File: src/rtl/fir_decim_fifo.sv
// Post-FIR stage: drops the pipeline-fill transient, keeps 1 of every DECIM
// samples and buffers them in a first-word-fall-through FIFO drained by valid/ready.
module fir_decim_fifo #(
  parameter int DECIM  = 4,
  parameter int SETTLE = 10,
  parameter int DEPTH  = 8,
  parameter int AW     = $clog2(DEPTH)
) (
  input  logic          fclk,
  input  logic          reset,
  input  logic          enable,
  input  logic [31:0]   din,
  output logic [31:0]   m_tdata,
  output logic          m_tvalid,
  input  logic          m_tready,
  output logic [AW:0]   level,
  output logic          overflow,
  input  logic          clr_ovf,
  output logic [15:0]   drop_cnt
);
  localparam int SW = (SETTLE < 2) ? 1 : $clog2(SETTLE + 1);
  localparam int PW = (DECIM < 2) ? 1 : $clog2(DECIM);
  localparam int LW = AW + 1;

  logic [SW-1:0]              settle_q, settle_d;
  logic [PW-1:0]              phase_q, phase_d;
  logic [DEPTH-1:0][31:0]     mem_q, mem_d;
  logic [AW-1:0]              wr_ptr_q, wr_ptr_d, rd_ptr_q, rd_ptr_d;
  logic [LW-1:0]              level_q, level_d;
  logic                       overflow_q, overflow_d;
  logic [15:0]                drop_cnt_q, drop_cnt_d;
  logic settled, kept, pop, full, push, drop;

  assign settled  = (settle_q == SW'(SETTLE));
  assign kept     = enable & settled & (phase_q == '0);
  assign m_tvalid = (level_q != '0);
  assign m_tdata  = mem_q[rd_ptr_q];
  assign level    = level_q;
  assign overflow = overflow_q;
  assign drop_cnt = drop_cnt_q;

  // Settle/phase restart on every enable rise so the refilled FIR transient is skipped.
  always_comb begin
    settle_d = settle_q;
    phase_d  = phase_q;
    if (!enable) begin
      settle_d = '0;
      phase_d  = '0;
    end else if (!settled) begin
      settle_d = settle_q + 1'b1;
    end else if (phase_q == PW'(DECIM - 1)) begin
      phase_d = '0;
    end else begin
      phase_d = phase_q + 1'b1;
    end
  end

  // A pop frees the slot in the same cycle, so a full FIFO can still accept.
  always_comb begin
    pop      = m_tvalid & m_tready;
    full     = (level_q == LW'(DEPTH));
    push     = kept & (~full | pop);
    drop     = kept & full & ~pop;
    mem_d    = mem_q;
    if (push) mem_d[wr_ptr_q] = din;
    wr_ptr_d = wr_ptr_q + AW'(push);
    rd_ptr_d = rd_ptr_q + AW'(pop);
    level_d  = level_q + LW'(push) - LW'(pop);
    overflow_d = overflow_q;
    drop_cnt_d = drop_cnt_q;
    if (drop) begin
      overflow_d = 1'b1;
      if (clr_ovf)                    drop_cnt_d = 16'd1;
      else if (drop_cnt_q != 16'hFFFF) drop_cnt_d = drop_cnt_q + 16'd1;
    end else if (clr_ovf) begin
      overflow_d = 1'b0;
      drop_cnt_d = '0;
    end
  end

  always_ff @(posedge fclk or posedge reset) begin
    if (reset) begin
      settle_q   <= '0;
      phase_q    <= '0;
      mem_q      <= '0;
      wr_ptr_q   <= '0;
      rd_ptr_q   <= '0;
      level_q    <= '0;
      overflow_q <= 1'b0;
      drop_cnt_q <= '0;
    end else begin
      settle_q   <= settle_d;
      phase_q    <= phase_d;
      mem_q      <= mem_d;
      wr_ptr_q   <= wr_ptr_d;
      rd_ptr_q   <= rd_ptr_d;
      level_q    <= level_d;
      overflow_q <= overflow_d;
      drop_cnt_q <= drop_cnt_d;
    end
  end
endmodule

File: config.mk
export PLATFORM = sky130hd
export DESIGN_NAME = fir_decim_fifo
export DESIGN_NICKNAME = d
export VERILOG_FILES = /design/src/rtl/fir_decim_fifo.sv
export SDC_FILE = /design/constraint.sdc
export NUM_CORES = 1
export LEC_CHECK = 0
export CAP_MARGIN = 20
export CORE_ASPECT_RATIO = 1.5
export CORE_MARGIN = 3
export CORE_UTILIZATION = 50
export DETAILED_ROUTE_END_ITERATION = 8
export PLACE_DENSITY = 0.69
export SLEW_MARGIN = 10
export SYNTH_ARGS = -nofsm -noshare
export SYNTH_HDL_FRONTEND = slang
export SYNTH_SLANG_ARGS = --single-unit
File: constraint.sdc
create_clock -name fclk -period 11.12 [get_ports fclk]
set_clock_uncertainty 0.05 [all_clocks]
set_input_delay 1.668 -clock fclk [delete_from_list [all_inputs] [get_ports fclk]]
set_output_delay 1.668 -clock fclk [all_outputs]
set_load 0.01 [all_outputs]
Yosys cells after proc, flatten, opt, wreduce, memory -nomap -nowiden
Cells that the tools add are included.
Cells by class
  eq/ne operators: 6
  order comparisons: 3
  bitwise operators: 9
  div/mod/pow operators: 0
  add/subtract/negate cells: 7
  muxes and demuxes: 16
  reductions and logical operators: 6
  $mul: 0
  shift-type cells: 0
Operators with widths (number)
  bitwise mux 256 bit: 1
  binary-select mux 32 bit (select 3 bit): 1
  demux 32 bit (select 3 bit): 1
  2-to-1 mux 16 bit: 4
  2-to-1 mux 32 bit: 2
  adder 16 x 1 -> 16 bit (second input constant): 1
  != test 16 bit (second input constant): 1
  == test 4 bit (second input constant): 2
  less-than comparator 3 x 4 -> 1 bit (second input constant): 2
  2-to-1 mux 4 bit: 2
  adder 3 x 1 -> 3 bit: 2
  bitwise AND 1 bit: 6
  2-to-1 mux 2 bit: 3
  adder 4 x 1 -> 4 bit: 1
  adder 4 x 1 -> 4 bit (second input constant): 1
  nonzero test 2 bit: 2
  nonzero test 4 bit: 1
  subtractor 4 x 1 -> 4 bit: 1
  >= comparator 3 x 1 -> 1 bit (second input constant): 1
  adder 2 x 1 -> 2 bit (second input constant): 1
  == test 2 bit (second input constant): 1
  zero test 2 bit: 1
  2-to-1 mux 1 bit: 2
  != test 2 x 1 -> 1 bit (second input constant): 1
  5 further kinds: 6
Word-level totals
  flip-flop bits (word level): 289
  input bits: 37
  latch bits: 0
  memories kept: 0
  output and inout port bits: 54
  ROM bits: 0
  memory bits (writable): 0
  word-level logic and storage cells: 62

Longest topological paths before layout
  depth in word-level cells: 7
  mapped depth: 10
  mapped depth without buffers: 10

Least setup slack after synthesis
OpenSTA, ideal clock, no wires.
  path kind: register to output
  start point: reg rd_ptr_q[1]
  end point: out m_tdata[14]
  arrival: 2.274 ns
  cell stages (with the launch flop): 6
  setup slack: 7.128 ns
  required time: 9.402 ns
  cell sequence: dfrtp_1 > clkbuf_1 > clkbuf_1 > clkbuf_1 > mux4_2 > mux2_2
On the way
  word-level cells in the longest chain between the ends: 2
RTL lines
  from (decl): line 28  | logic [AW-1:0] wr_ptr_q, wr_ptr_d, rd_ptr_q, rd_ptr_d;
  from (signal assigned): line 96  | rd_ptr_q <= rd_ptr_d;
  binary-select mux 32 bit (select 3 bit): line 37  | assign m_tdata = mem_q[rd_ptr_q];
  2-to-1 mux 32 bit (not written as such): line 37
  to (decl): line 13  | output logic [31:0] m_tdata,
Every way passes these cells. The select of a mux whose other input is x is not followed.

Worst setup path in the final report
  start point: reg rd_ptr_q[0]
  end point: out m_tdata[11]
The elaborated chain is that of the path after synthesis.

==> reports/qor.yml <==
clkPwrFrac: 0.383
ys_seq_area_frac: 0.5523
cp-end-kind: "output port"
worst_slew_pin_slew_ns: 1.112
cp_max_fo: 53
p_int_w: 0.001769
synthTopCellsByArea: "dfrtp_1 55%, mux2_2 23%, mux4_2 11%, mux2_1 1.7%, ha_1 1.4%"
place_ws_ns: 6.442
clkTransAtPathRegs_ns: 0.06
seqPwrFrac: 0.494
hpwl_mm: 17.09
min_path_type: "register to register"
finalCritPeriodShare: 0.4604
synth_enable_flop_cells: 0
core-area_mm2: 0.02541
grt_pass1_wl_mm: 45.15
antenna_found_initial: 0
fmax_mhz: 195.3
cts_hold_buf: 0
grt_overflow: 0
place.port_buffers: 90
routed_wirelength_mm: 27.50
yosysTopAreaCell: "dfrtp_1"
slew_viol_final: 0
setup.worst_path.class: "register to output port"
p_comb_frac: 0.123
root_buffer: "clkbuf_16"
grt_max_degree: 163
cts_resized: 0
n_antenna_cell: 0
clkSinkCount: 289
min_period_ns: 5.120
clock_latency_ns: 0.53
num_io_pins: 91
p_per_area_mw_per_mm2: 156.8
max_cap_violations: 0
arrival_ns: 3.40
grt_util_all_layers: 0.1974
die_h_um: 204.2
yosys.area.top_type_share: 0.5523
setup_ws_ns: 6.000
rows: 71
ys_ff_latch: 289
synthFlopType: "dfrtp_1"
vdd_drop_max_mv: 0.1098
drive_gt1_frac: 0.4264
fin_util: 0.6024
first_pass_iters: 4
hold_viol_final: 0
drc: 0
ant_nets: 0
vias: 7400
required_ns: 9.40
cts_setup_buffers: 0
syn_inst: 833
fill_cells: 1962
cellLeakagePower_nw: 7.535
rsz0062_at_grt: "no"
initial_core_util: 0.5154
nNetsFinal: 970
clockBufferDepth: 3
grt_pass1_vias: 8321
wl_per_cell_um: 21.72
finalSetupViolations: 0
area.growth.synth_to_final_pct: 16.89
synthesis.area_mm2: 0.01309
ys_async_sr_fraction: 1.000
status: "finished clean"
viasPerCell: 5.845
gp_congestion: 0.7918
ys_types: 45
p_sw_frac: 0.2625
first_iter_violations: 258
die-width_um: 138.1
avgSynthCellArea_um2: 15.72
cts_tree: "yes"
relSlewSlack: 0.2584
cts_buffers: 28
p_sw_w: 0.0006298
die_area_mm2: 0.02821
htreeDepth: 1
yosys_warnings: 0
start_kind: "register"
synth.net_count: 886
tns_ns: 0
[cell usage after synthesis (2+ instances only)]
cell type / instances
dfrtp_1: 289
mux2_2: 268
mux4_2: 64
clkbuf_1: 27
mux2_1: 20
buf_1: 16
ha_1: 15
inv_1: 13
nand2_1: 11
nand3_1: 11
a21oi_1: 10
nor2_1: 9
and3_1: 7
xor2_1: 6
and2_1: 5
buf_2: 5
mux2i_1: 5
nand4_1: 5
o21ai_0: 5
nor3_1: 4
nor2b_1: 3
o211a_1: 3
or3_1: 3
xnor2_1: 3
a21o_1: 2
and4_1: 2
nand2b_1: 2
nand3b_1: 2
nor4_1: 2
[worst paths after layout]
kind | from | endpoint | slack (ns) | cells past startpoint
worst min register to register | overflow | overflow | 0.43 | 1
worst max-delay path | rd_ptr_q[0] | m_tdata[11] | 6.00 | 4
min in group asynchronous | reset | level[3] | 1.52 | 2
worst min-delay path | overflow | overflow | 0.43 | 1
max in group asynchronous | reset | mem_q[236] | 7.63 | 4
worst max register to register | settle_q[0] | mem_q[169] | 8.01 | 9
[layout make-up]
cell class              count  area (um^2)  share of cell area
clock buffers              42        824.5             0.05388
multi-input cells         482         5642              0.3686
clock inverters             9        72.57            0.004742
flip-flops and latches    289         7241              0.4731
inverters                  14        60.06            0.003924
repair buffers            102         1055             0.06892
well taps                 328        410.4             0.02681
[kinds of logic (layout without fill, tap and decap cells)]
family | after synthesis | in the layout | share of synthesized area
compound gates | 26 | 26 | 0.01309
flops | 289 | 289 | 0.5523
xor+xnor | 9 | 9 | 0.006020
simple gates | 74 | 74 | 0.03287
mux | 357 | 357 | 0.3616
fa+ha+maj | 16 | 16 | 0.01586
buf+inv | 62 | 167 | 0.01825
[sequential cells by signal (all words and copies together), names as in the netlist]
signal and count:
rd_ptr_q 3, settle_q 4, drop_cnt 16, wr_ptr_q 3, mem_q 256, phase_q 2, overflow 1, level 4
[cell usage in the layout, fill, tap and decap left out, drive strengths merged, types with 2 or more instances in the layout]
master         count
o21ai              5
and3               7
nand4              5
or3                3
ha                15
nor2               9
o211a              3
or4                2
nand3b             3
and4               2
nor3               4
a21o               2
xor2               6
clkbuf            42
nand2b             2
mux2i              5
inv               14
mux4              64
nor4               2
mux2             288
dfrtp            289
xnor2              3
nand3             11
nand2             11
buf               12
clkdlybuf4s50     90
a21oi             10
nor2b              3
clkinv             7
and2               5
[power by group through the flow]
stage          clock, W  sequential [W]  combinational (W)
2_1_floorplan         0         0.00110           0.000286
3_3_place_gp          0         0.00121           0.000293
3_5_place_dp          0         0.00121           0.000303
4_1_cts        0.000945         0.00119           0.000303
5_1_grt        0.000982         0.00120           0.000323
6_report       0.000919         0.00119           0.000294
[per-layer routing]
layer | global-route usage | vias to the layer above | wire length (um)
met3 | 0.02364 | 44 | 762
met1 | 0.2420 | 3952 | 11010
met2 | 0.3698 | 130 | 15120
met5 | 0 | - | 0
met4 | 0.05191 | 0 | 608
li1 | - | 3274 | -
[critical path: stages (launching register included)]
cell and delay [ns]:
dfrtp_4 0.59, buf_4 0.83, mux4_2 0.63, mux2_2 0.28
clkdlybuf4s50_1 0.48
[through the flow]
step | instances | power, W | hold WS [ns] | instance area [um^2]
after floorplan | 833 | 0.001388 | 0.4095 | 13090
after global placement | 1211 | 0.001500 | 0.4190 | 14310
after detailed placement | 1214 | 0.001514 | 0.4222 | 14380
after CTS | 1265 | 0.002438 | 0.4362 | 15280
after global routing | 1266 | 0.002501 | 0.4398 | 15300
final | 1266 | 0.002399 | 0.4295 | 15300
Note: power is estimated with default switching activity, not from simulation.
